**config.mk**
```make
export PLATFORM = sky130hd
export DESIGN_NAME = register_stack
export DESIGN_NICKNAME = d
export VERILOG_FILES = /design/src/rtl/register_stack.sv
export SDC_FILE = /design/constraint.sdc
export NUM_CORES = 1
export LEC_CHECK = 0
export CORE_ASPECT_RATIO = 0.7
export CORE_MARGIN = 1.5
export CORE_UTILIZATION = 49
export DETAILED_ROUTE_END_ITERATION = 12
export PLACE_DENSITY = 0.78
export SYNTH_ARGS = -nofsm -noshare
export SYNTH_HDL_FRONTEND = slang
export SYNTH_SLANG_ARGS = --single-unit
export TNS_END_PERCENT = 50
```
**constraint.sdc**
```tcl
create_clock -name clk -period 2.3 [get_ports clk]
set_input_delay 0.575 -clock clk [delete_from_list [all_inputs] [get_ports clk]]
set_output_delay 0.575 -clock clk [all_outputs]
set_load 0.03 [all_outputs]
```
**src/rtl/register_stack.sv**
```systemverilog
// LIFO register stack with registered top-of-stack, full/empty and sticky errors.
// Define REGISTER_STACK_COUNT_EN to expose the entry count as count_out.
module register_stack #(
   parameter int DATA_WIDTH = 8,
   parameter int DEPTH      = 4
) (
   input  logic                  clk,
   input  logic                  rst,
   input  logic                  push,
   input  logic                  pop,
   input  logic                  clr_err,
   input  logic [DATA_WIDTH-1:0] data_in,
   output logic [DATA_WIDTH-1:0] data_out,
   output logic                  empty,
   output logic                  full,
   output logic                  overflow,
   output logic                  underflow
`ifdef REGISTER_STACK_COUNT_EN
   ,
   output logic [$clog2(DEPTH+1)-1:0] count_out
`endif
);

   localparam int CW = $clog2(DEPTH + 1);
   localparam int IW = $clog2(DEPTH);

   logic [DATA_WIDTH-1:0] mem [DEPTH];

   logic [CW-1:0]         count;
   logic [CW-1:0]         cnt_nxt;
   logic [DATA_WIDTH-1:0] dout_nxt;
   logic [IW-1:0]         wr_idx;
   logic [IW-1:0]         rd_idx;
   logic                  wr_en;
   logic                  ovf_set;
   logic                  unf_set;

   assign rd_idx = IW'(count - CW'(2));

   // Exactly one arm matches for every push/pop/count combination.
   always_comb begin
      cnt_nxt  = count;
      dout_nxt = data_out;
      wr_idx   = '0;
      wr_en    = 1'b0;
      ovf_set  = 1'b0;
      unf_set  = 1'b0;
      unique case (1'b1)
         (!push && !pop): begin
         end
         (push && !pop && !full): begin
            wr_en    = 1'b1;
            wr_idx   = IW'(count);
            cnt_nxt  = count + CW'(1);
            dout_nxt = data_in;
         end
         (push && !pop && full): begin
            ovf_set = 1'b1;
         end
         (pop && !push && count >= CW'(2)): begin
            cnt_nxt  = count - CW'(1);
            dout_nxt = mem[rd_idx];
         end
         (pop && !push && count == CW'(1)): begin
            cnt_nxt  = '0;
            dout_nxt = '0;
         end
         (pop && !push && count == '0): begin
            unf_set = 1'b1;
         end
         (push && pop && count != '0): begin
            wr_en    = 1'b1;
            wr_idx   = IW'(count - CW'(1));
            dout_nxt = data_in;
         end
         (push && pop && count == '0): begin
            wr_en    = 1'b1;
            wr_idx   = '0;
            cnt_nxt  = CW'(1);
            dout_nxt = data_in;
            unf_set  = 1'b1;
         end
         default: begin
         end
      endcase
   end

   always_ff @(posedge clk) begin
      if (wr_en) begin
         mem[wr_idx] <= data_in;
      end
   end

   // A new error event takes priority over clr_err on the same edge.
   always_ff @(posedge clk or posedge rst) begin
      if (rst) begin
         count     <= '0;
         data_out  <= '0;
         empty     <= 1'b1;
         full      <= 1'b0;
         overflow  <= 1'b0;
         underflow <= 1'b0;
      end else begin
         count     <= cnt_nxt;
         data_out  <= dout_nxt;
         empty     <= (cnt_nxt == '0);
         full      <= (cnt_nxt == CW'(DEPTH));
         overflow  <= ovf_set | (overflow & ~clr_err);
         underflow <= unf_set | (underflow & ~clr_err);
      end
   end

`ifdef REGISTER_STACK_COUNT_EN
   assign count_out = count;
`endif

endmodule
```
; After elaboration in Yosys (flattened, before gate mapping)
; Memories as Yosys holds them, arrays and structs flattened.
; Index checks and enable logic that the tools add are counted.
[totals]
ff_bits = 15
ramBits = 32
inputBits = 13
output_inout_bits = 12
wordCells = 45
memories = 1
[classes]
n_addsub = 3
order_cmp = 1
n_eq_ne = 2
muxes = 8
bitwise_logic = 5
n_reduce_logical = 19
[mem_list]
columns = memory, depth, word_bits, rd, rd_ports_with_merged_regs, write_ports, line_no
row1 = mem, 4, 8, 1, 0, 1, 27  ; logic [DATA_WIDTH-1:0] mem [DEPTH];
[ops]
columns = cell, count
row1 = case mux 8 bit (3 select lines), 1
row2 = case mux 3 bit (4 select lines), 1
row3 = logical AND 1 bit, 10
row4 = zero test 3 bit, 2
row5 = nonzero test 3 bit, 2
row6 = two-way mux 1 bit, 5
row7 = case mux 2 bit (2 select lines), 1
row8 = adder 3 x 1 -> 3 bit (second input constant), 1
row9 = == test 3 x 1 -> 1 bit (second input constant), 1
row10 = == test 3 bit (second input constant), 1
row11 = >= comparator 3 x 2 -> 1 bit (second input constant), 1
row12 = zero test 1 bit, 3
row13 = OR reduction 3 bit, 1
row14 = subtractor 3 x 1 -> 3 bit (second input constant), 1
row15 = AND 1 bit, 2
row16 = bitwise OR 1 bit, 2
row17 = OR reduction 2 bit, 1
row18 = subtractor 2 bit (second input constant), 1
row19 = inverter 1 bit, 1

; Longest topological paths before layout
; Gate-level depths: netlist of run 1.
[depth]
ltp_word = 7
mapped_depth = 8
depth_no_buf = 7

; Worst setup path before layout of run 1
; OpenSTA, ideal clock, no wires.
[synth_timing]
path_type = register to register
startpoint = register count[1]
endpoint = memory mem[3][0] (enable)
setup_ns = 0.376
arrival_ns = 2.020
t_required_ns = 1.924
slack_ns = -0.097
stages_incl_launch_ff = 7
path_buffers = 1
synth_period_minus_slack_ns = 2.397
path_cell_list = dfrtp_1 clkbuf_1 inv_1 ha_1 nor3_1 inv_1 o22ai_1
[synth_between]
elab_chain_len = 6
word_cells_on_any_way = 10
classes_between = 1 x add/sub / 4 x mux / 5 x reduce/logical
[synth_lines]
columns = element, line_no
row1 = "start, declared", 29  ; logic [CW-1:0] count;
row2 = "start signal, assigned", 104  ; count <= cnt_nxt;
row3 = nonzero test 3 bit / zero test 3 bit (equally long branches), "71, 76"
row4 = "logical AND 1 bit, on equally long branches", "71, 76"
row5 = OR reduction 3 bit (no line), n/a
row6 = two-way mux 1 bit, 48  ; unique case (1'b1)
row7 = two-way mux 1 bit, 89  ; if (wr_en) begin
row8 = two-way mux 1 bit (implied by the code), 90  ; mem[wr_idx] <= data_in;
row9 = "end, declared", 27
; Several ways; a longest one is shown, not always the timed one.

; Worst setup path after layout of run 1
[layout_timing]
startpoint = register count[1]
endpoint = memory mem[3][2] (enable)
; The elaborated chain is that of the path after synthesis.

==> run metrics, run 1 <==
status finished clean; sequential cell area fraction in the yosys report 63.22%; CTS Hold Bufs 0; Post-Synth XOR/XNOR Area 0%; initial core utilization 52.35%; Peak VDD IR 605.5 uV; multi-input logic area 718.2 sq um; Final WS setup 0.1946 ns; fin nets 208; cell row count 19; WL final 4446 um; Synth Register Bits 47; chip height 57.98 um; clock period minus worst slack 2.105 ns; CTS tree yes; die width 81.54 um; share of post-route cells with drive strength above 1 19.90%; DP HPWL 3104 um; Worst-path clk slew 0.08 ns; Synth Instances 146; fill count 290; Slew Viols, Final 0; worst-path maximum fanout 10; die area 4727 sq um; Post-Synthesis Cell Area 2116 sq um; Least-Margin Pin Slew 0.6691 ns; syn nets 164; Max-cap violations 0; Buffers on Ports 24; leading area contributor after synthesis edfxtp_1; WP data required 2.35 ns; pwr/cell area 1202 nW/um^2; Inst Count DP 235; Synth Warn # 0; Global Route Usage Sum 22.13%; Final Skew 0.01262 ns; count leader, synth edfxtp_1; largest family of logic cells by synthesized area compound AO/OA/AOI/OAI gates; clock latency at the later pin of the worst-skew pair 0.31 ns; first-pass GRT wire length 7307 um; syn avg cell area 14.49 sq um; WS Path Type reg -> reg; Synth cell types 36; Tcrit/Tclk final 91.54%; post-synth top area share 45.42%; Vias/cell 5.988; multiplexer area fraction after synthesis 8.989%; Synth Area in Compound Gates 12.42%; detailed-router iteration count before antenna repair 5; Post-synth top cells 32 x edfxtp_1, 14 x dfrtp_1, 13 x nand2_1; GPL Wtd Cong 0.9325; slew margin rel. 55.35%; endpoints failing setup 0; Reg area 1340 sq um; Synth Area in Simple Gates 9.580%; Routed WL per cell 18.30 um; initial DRC count 206; CP Capture Type flip-flop; vias in the first global route 1413; Num CTS Buffers 5; DR vias 1455; P_leak 0.9808 nW; num ports 25; Hold WS 0.5338 ns; Max Fclk 475.0 MHz; Final Hold Fails 0; Sink Count 47; dpl ws -0.06690 ns; Max H-tree Level 2; core area 4041 sq um; startpoint type of the worst setup path flip-flop; Hold Path Class reg -> reg; DRT antenna net count 0; n_diodes 0; Post-synth ARST share 31.91%; antenna violations before repair 0; Root Driver clkbuf_8; largest net degree at the start of global routing 16; synth top area cells edfxtp_1 45%, dfrtp_1 17%, mux4_2 8.5%, a2bb2oi_1 3.3%, ha_1 3.0%; DRC viols 0; Critical Path AT 2.16 ns; EDFF count, synth 32; RSZ-0062 raised after global routing no; top_reg_cell synth edfxtp_1; Overflow after GRT 0; Adder-Cell Fraction of Synth Area 2.957%; final non-filler cell total 243; Synth-to-Final Area Change 24.31%; clk buf depth 2
-- where the power goes --
| part | switching (mW) | total (mW) | internal, mW |
|---|---|---|---|
| sequential | 0.137 | 1.32 | 1.18 |
| combinational | 0.716 | 1.38 | 0.659 |
| clock | 0.258 | 0.467 | 0.209 |
-- kinds of logic after synthesis --
group	Yosys count
adders and majority gates	5
muxes	9
DFF	47
buffers and inverters	14
AOI/OAI and AO/OA	37
and+or+nand+nor	34
-- worst max-delay path, cell delays in order (launching register included) --
cell	delay (ns)
dfrtp_2	0.48
inv_1	0.16
ha_1	0.20
nor2b_1	0.36
o21ai_0	0.18
a21oi_1	0.18
o22ai_1	0.10
buf_4	0.20
-- worst paths after layout --
| kind | startpoint | end | slack (ns) | depth (start not counted) |
|---|---|---|---|---|
| max | count[1] | mem[3][2] | 0.19 | 7 |
| min | underflow | underflow | 0.53 | 2 |
| max reg2reg | count[1] | mem[3][2] | 0.19 | 7 |
| min reg2reg | underflow | underflow | 0.53 | 2 |
| max in group asynchronous | rst | count[0] | 1.16 | 2 |
| min in group asynchronous | rst | data_out[0] | 0.66 | 2 |
-- layer usage --
metal | share of wire (%) | wire length [um] | up-vias | GRT usage (%)
met5 | 0 | 0 | - | 0
li1 | - | - | 661 | -
met4 | 1.2 | 52 | 0 | 7.635
met1 | 44 | 1949 | 713 | 32.76
met3 | 8.6 | 384 | 8 | 6.142
met2 | 46 | 2059 | 73 | 31.76
-- cell type report --
cell class,count,share of cell area (%)
flip-flops and latches,47,50.95
well taps,52,2.474
clock buffers,6,2.759
clock inverters,2,0.3330
multi-input cells,85,27.31
inverters,8,1.142
repair buffers,43,15.03
-- stage by stage --
stage	area, sq um	total power [mW]	TNS (ns)	utilization, %
after floorplan	2116	2.179	-1.545	-
after global placement	2546	2.658	-0.1140	63.00
after detailed placement	2546	2.702	-1.807	63.00
after CTS	2628	3.167	0	65.02
after global routing	2630	3.361	0	65.08
final	2630	3.163	0	65.08
-- timing repair --
action,in CTS,in global routing
setup endpoints to repair,0,16
gates resized for setup,0,2
buffers inserted,0,0
-- cells in the final DEF, fill, tap and decap left out, types with 2 or more instances in the layout --
cell | Yosys | final
o211ai_1 | 8 | 8
o21ai_0 | 7 | 7
edfxtp_1 | 32 | 32
nand2_1 | 13 | 13
clkbuf_8 | 0 | 5
clkdlybuf4s50_1 | 0 | 24
nand2b_1 | 3 | 3
a2bb2oi_1 | 8 | 8
o22ai_1 | 5 | 5
nand3b_1 | 2 | 2
ha_1 | 5 | 5
a21oi_1 | 2 | 2
nor3_1 | 3 | 3
buf_4 | 1 | 18
o21ai_1 | 2 | 2
dfrtp_1 | 14 | 12
nor2b_1 | 3 | 3
mux4_2 | 8 | 8
dfrtp_2 | 0 | 2
nor4bb_1 | 2 | 2
inv_1 | 8 | 8
-- registers in the layout, indices dropped and copies added (netlist names) --
signal / flops
full: 1
underflow: 1
empty: 1
count: 3
mem: 32
overflow: 1
data_out: 8
No activity file was read; power rests on OpenSTA's default activity.
==> inputs of run 2 (changes only) <==
--- a/config.mk
+++ b/config.mk
@@ -9,6 +9,7 @@
 export CORE_MARGIN = 1.5
 export CORE_UTILIZATION = 49
 export DETAILED_ROUTE_END_ITERATION = 12
+export GPL_TIMING_DRIVEN = 0
 export PLACE_DENSITY = 0.78
 export SYNTH_ARGS = -nofsm -noshare
 export SYNTH_HDL_FRONTEND = slang
==> run metrics, run 2 (synthesis gave the netlist of run 1 again) <==
CP Buf/Inv Count 2; die width 81.54 um; chip height 57.98 um; clk buf depth 2; clock period minus worst slack 2.215 ns; antenna violations before repair 0; Hold Path Class reg -> reg; CTS Hold Bufs 0; NetSw 1.212 mW; number of flip-flops in the largest register 32; Sequential Power Share 40.1%; Sink Count 47; DR vias 1437; GPL Wtd Cong 0.8700; CP max stage cell clkdlybuf4s50_1; fin nets 200; Placed Area 2421 sq um; Pint 2.072 mW; Hold WS 0.5324 ns; fill count 295; setup TNS 0 ns; WS Path Type in -> reg; clock latency at the later pin of the worst-skew pair 0.29 ns; CP Capture Type flip-flop; Buffers on Ports 24; Slew Viols, Final 0; DRT antenna net count 0; initial core utilization 52.35%; Clock Power Share 14.0%; Global Route Usage Sum 23.28%; crit-path cells clkdlybuf4s50_1, or3b_1, buf_2, nand2_2, o2111a_2; slew margin rel. 56.54%; highest metal used met4; highest-count cells in the layout ignoring fill and taps 32 x edfxtp_1, 24 x clkdlybuf4s50_1, 12 x dfrtp_1, 10 x nand2_1; R2R Setup Slk 0.10 ns; Final Instance Area 2660 sq um; num ports 25; dpl ws -0.9798 ns; Vias/cell 6.115; initial DRC count 154; combinational power share 45.9%; Num CTS Buffers 5; n_diodes 0; first-pass GRT wire length 7755 um; Peak VDD IR 711.5 uV; core area 4041 sq um; startpoint type of the worst setup path input pin; DP HPWL 3005 um; largest net degree at the start of global routing 16; Critical Path AT 2.19 ns; Largest Register mem; status finished clean; WL final 4774 um; CTS tree yes; Synth-to-Final Area Change 25.72%; most common cell after layout, fill and taps aside edfxtp_1; Critical Path Max Stage Delay 0.50 ns; wire length on met3 279 um; cell row count 19; Worst-path clk slew 0.07 ns; endpoints failing setup 0; pwr/cell area 1234 nW/um^2; P_leak 0.9505 nW; Max H-tree Level 2; Least-Margin Pin Slew 0.6511 ns; Root Driver clkbuf_8; DRC viols 0; Final Skew 0.003295 ns; share of post-route cells with drive strength above 1 24.59%; Final Hold Fails 0; detailed-router iteration count before antenna repair 4; vias in the first global route 1542; worst-path maximum fanout 8; Overflow after GRT 0; largest registers mem x32, data_out x8, count x3; Max Fclk 451.5 MHz; CP delay by family, top buffers and inverters; die area 4727 sq um; Routed WL per cell 20.31 um; WP data required 2.27 ns; Final WS setup 0.08509 ns; Net Sw Frac 36.90%; WL met1 2142 um; DR WL met2 2284 um; Tcrit/Tclk final 96.30%; Max-cap violations 0
-- run 2: cell count changes in the layout (fill, tap and decap cells not counted), sizes merged --
cell	delta
buf	-11
clkbuf	+4
clkinv	-1
-- run 2: path summary, 6_finish.rpt --
kind                               end       from  cells past startpoint
max                          mem[1][4]       push                      5
min                          underflow  underflow                      2
max reg2reg                  mem[2][3]   count[1]                      7
min reg2reg                  underflow  underflow                      2
max in group asynchronous     count[0]        rst                      2
min in group asynchronous  data_out[7]        rst                      2
-- run 2: layout make-up --
type	instances	area [sq um]	share of cell area, %
repair buffers	29	290.3	10.91
plain buffers	6	42.54	1.599
inverters	8	30.03	1.129
clock buffers	7	76.32	2.869
clock inverters	1	5.005	0.1881
well taps	52	65.06	2.446
flip-flops and latches	47	1340	50.38
multi-input cells	85	810.8	30.48
-- run 2: repair_timing --
item / 4_1_cts / 5_1_grt
setup endpoints to repair: 43 / 42
setup buffers: 5 / 0
pin swaps: 3 / 1
resized for setup: 17 / 12
-- run 2: power by group through the flow --
stage | combinational [mW] | clock, mW | sequential, mW
after floorplan | 0.746 | 0 | 1.43
after global placement | 1.22 | 0 | 1.33
after detailed placement | 1.25 | 0 | 1.35
after CTS | 1.43 | 0.471 | 1.31
after global routing | 1.62 | 0.495 | 1.34
final | 1.51 | 0.459 | 1.32
-- run 2: stage by stage --
stage                     utilization (%)  power [mW]  cells
after floorplan                         -       2.179    146
after global placement              59.91       2.556    222
after detailed placement            59.91       2.595    222
after CTS                           64.86       3.217    235
after global routing                65.82       3.458    235
final                               65.82       3.284    235
-- run 2: worst min-delay path: cells and delay by family, from the launching register on --
kind	cells	cell delay (ns)
DFF	1	0.38
AOI/OAI and AO/OA	1	0.06
buffers and inverters	1	0.05
-- run 2: layer usage --
layer  up-vias  track usage, %
met1       727           33.01
met4         0           9.113
met2        56           34.83
met5         -               0
li1        646               -
met3         8           5.827
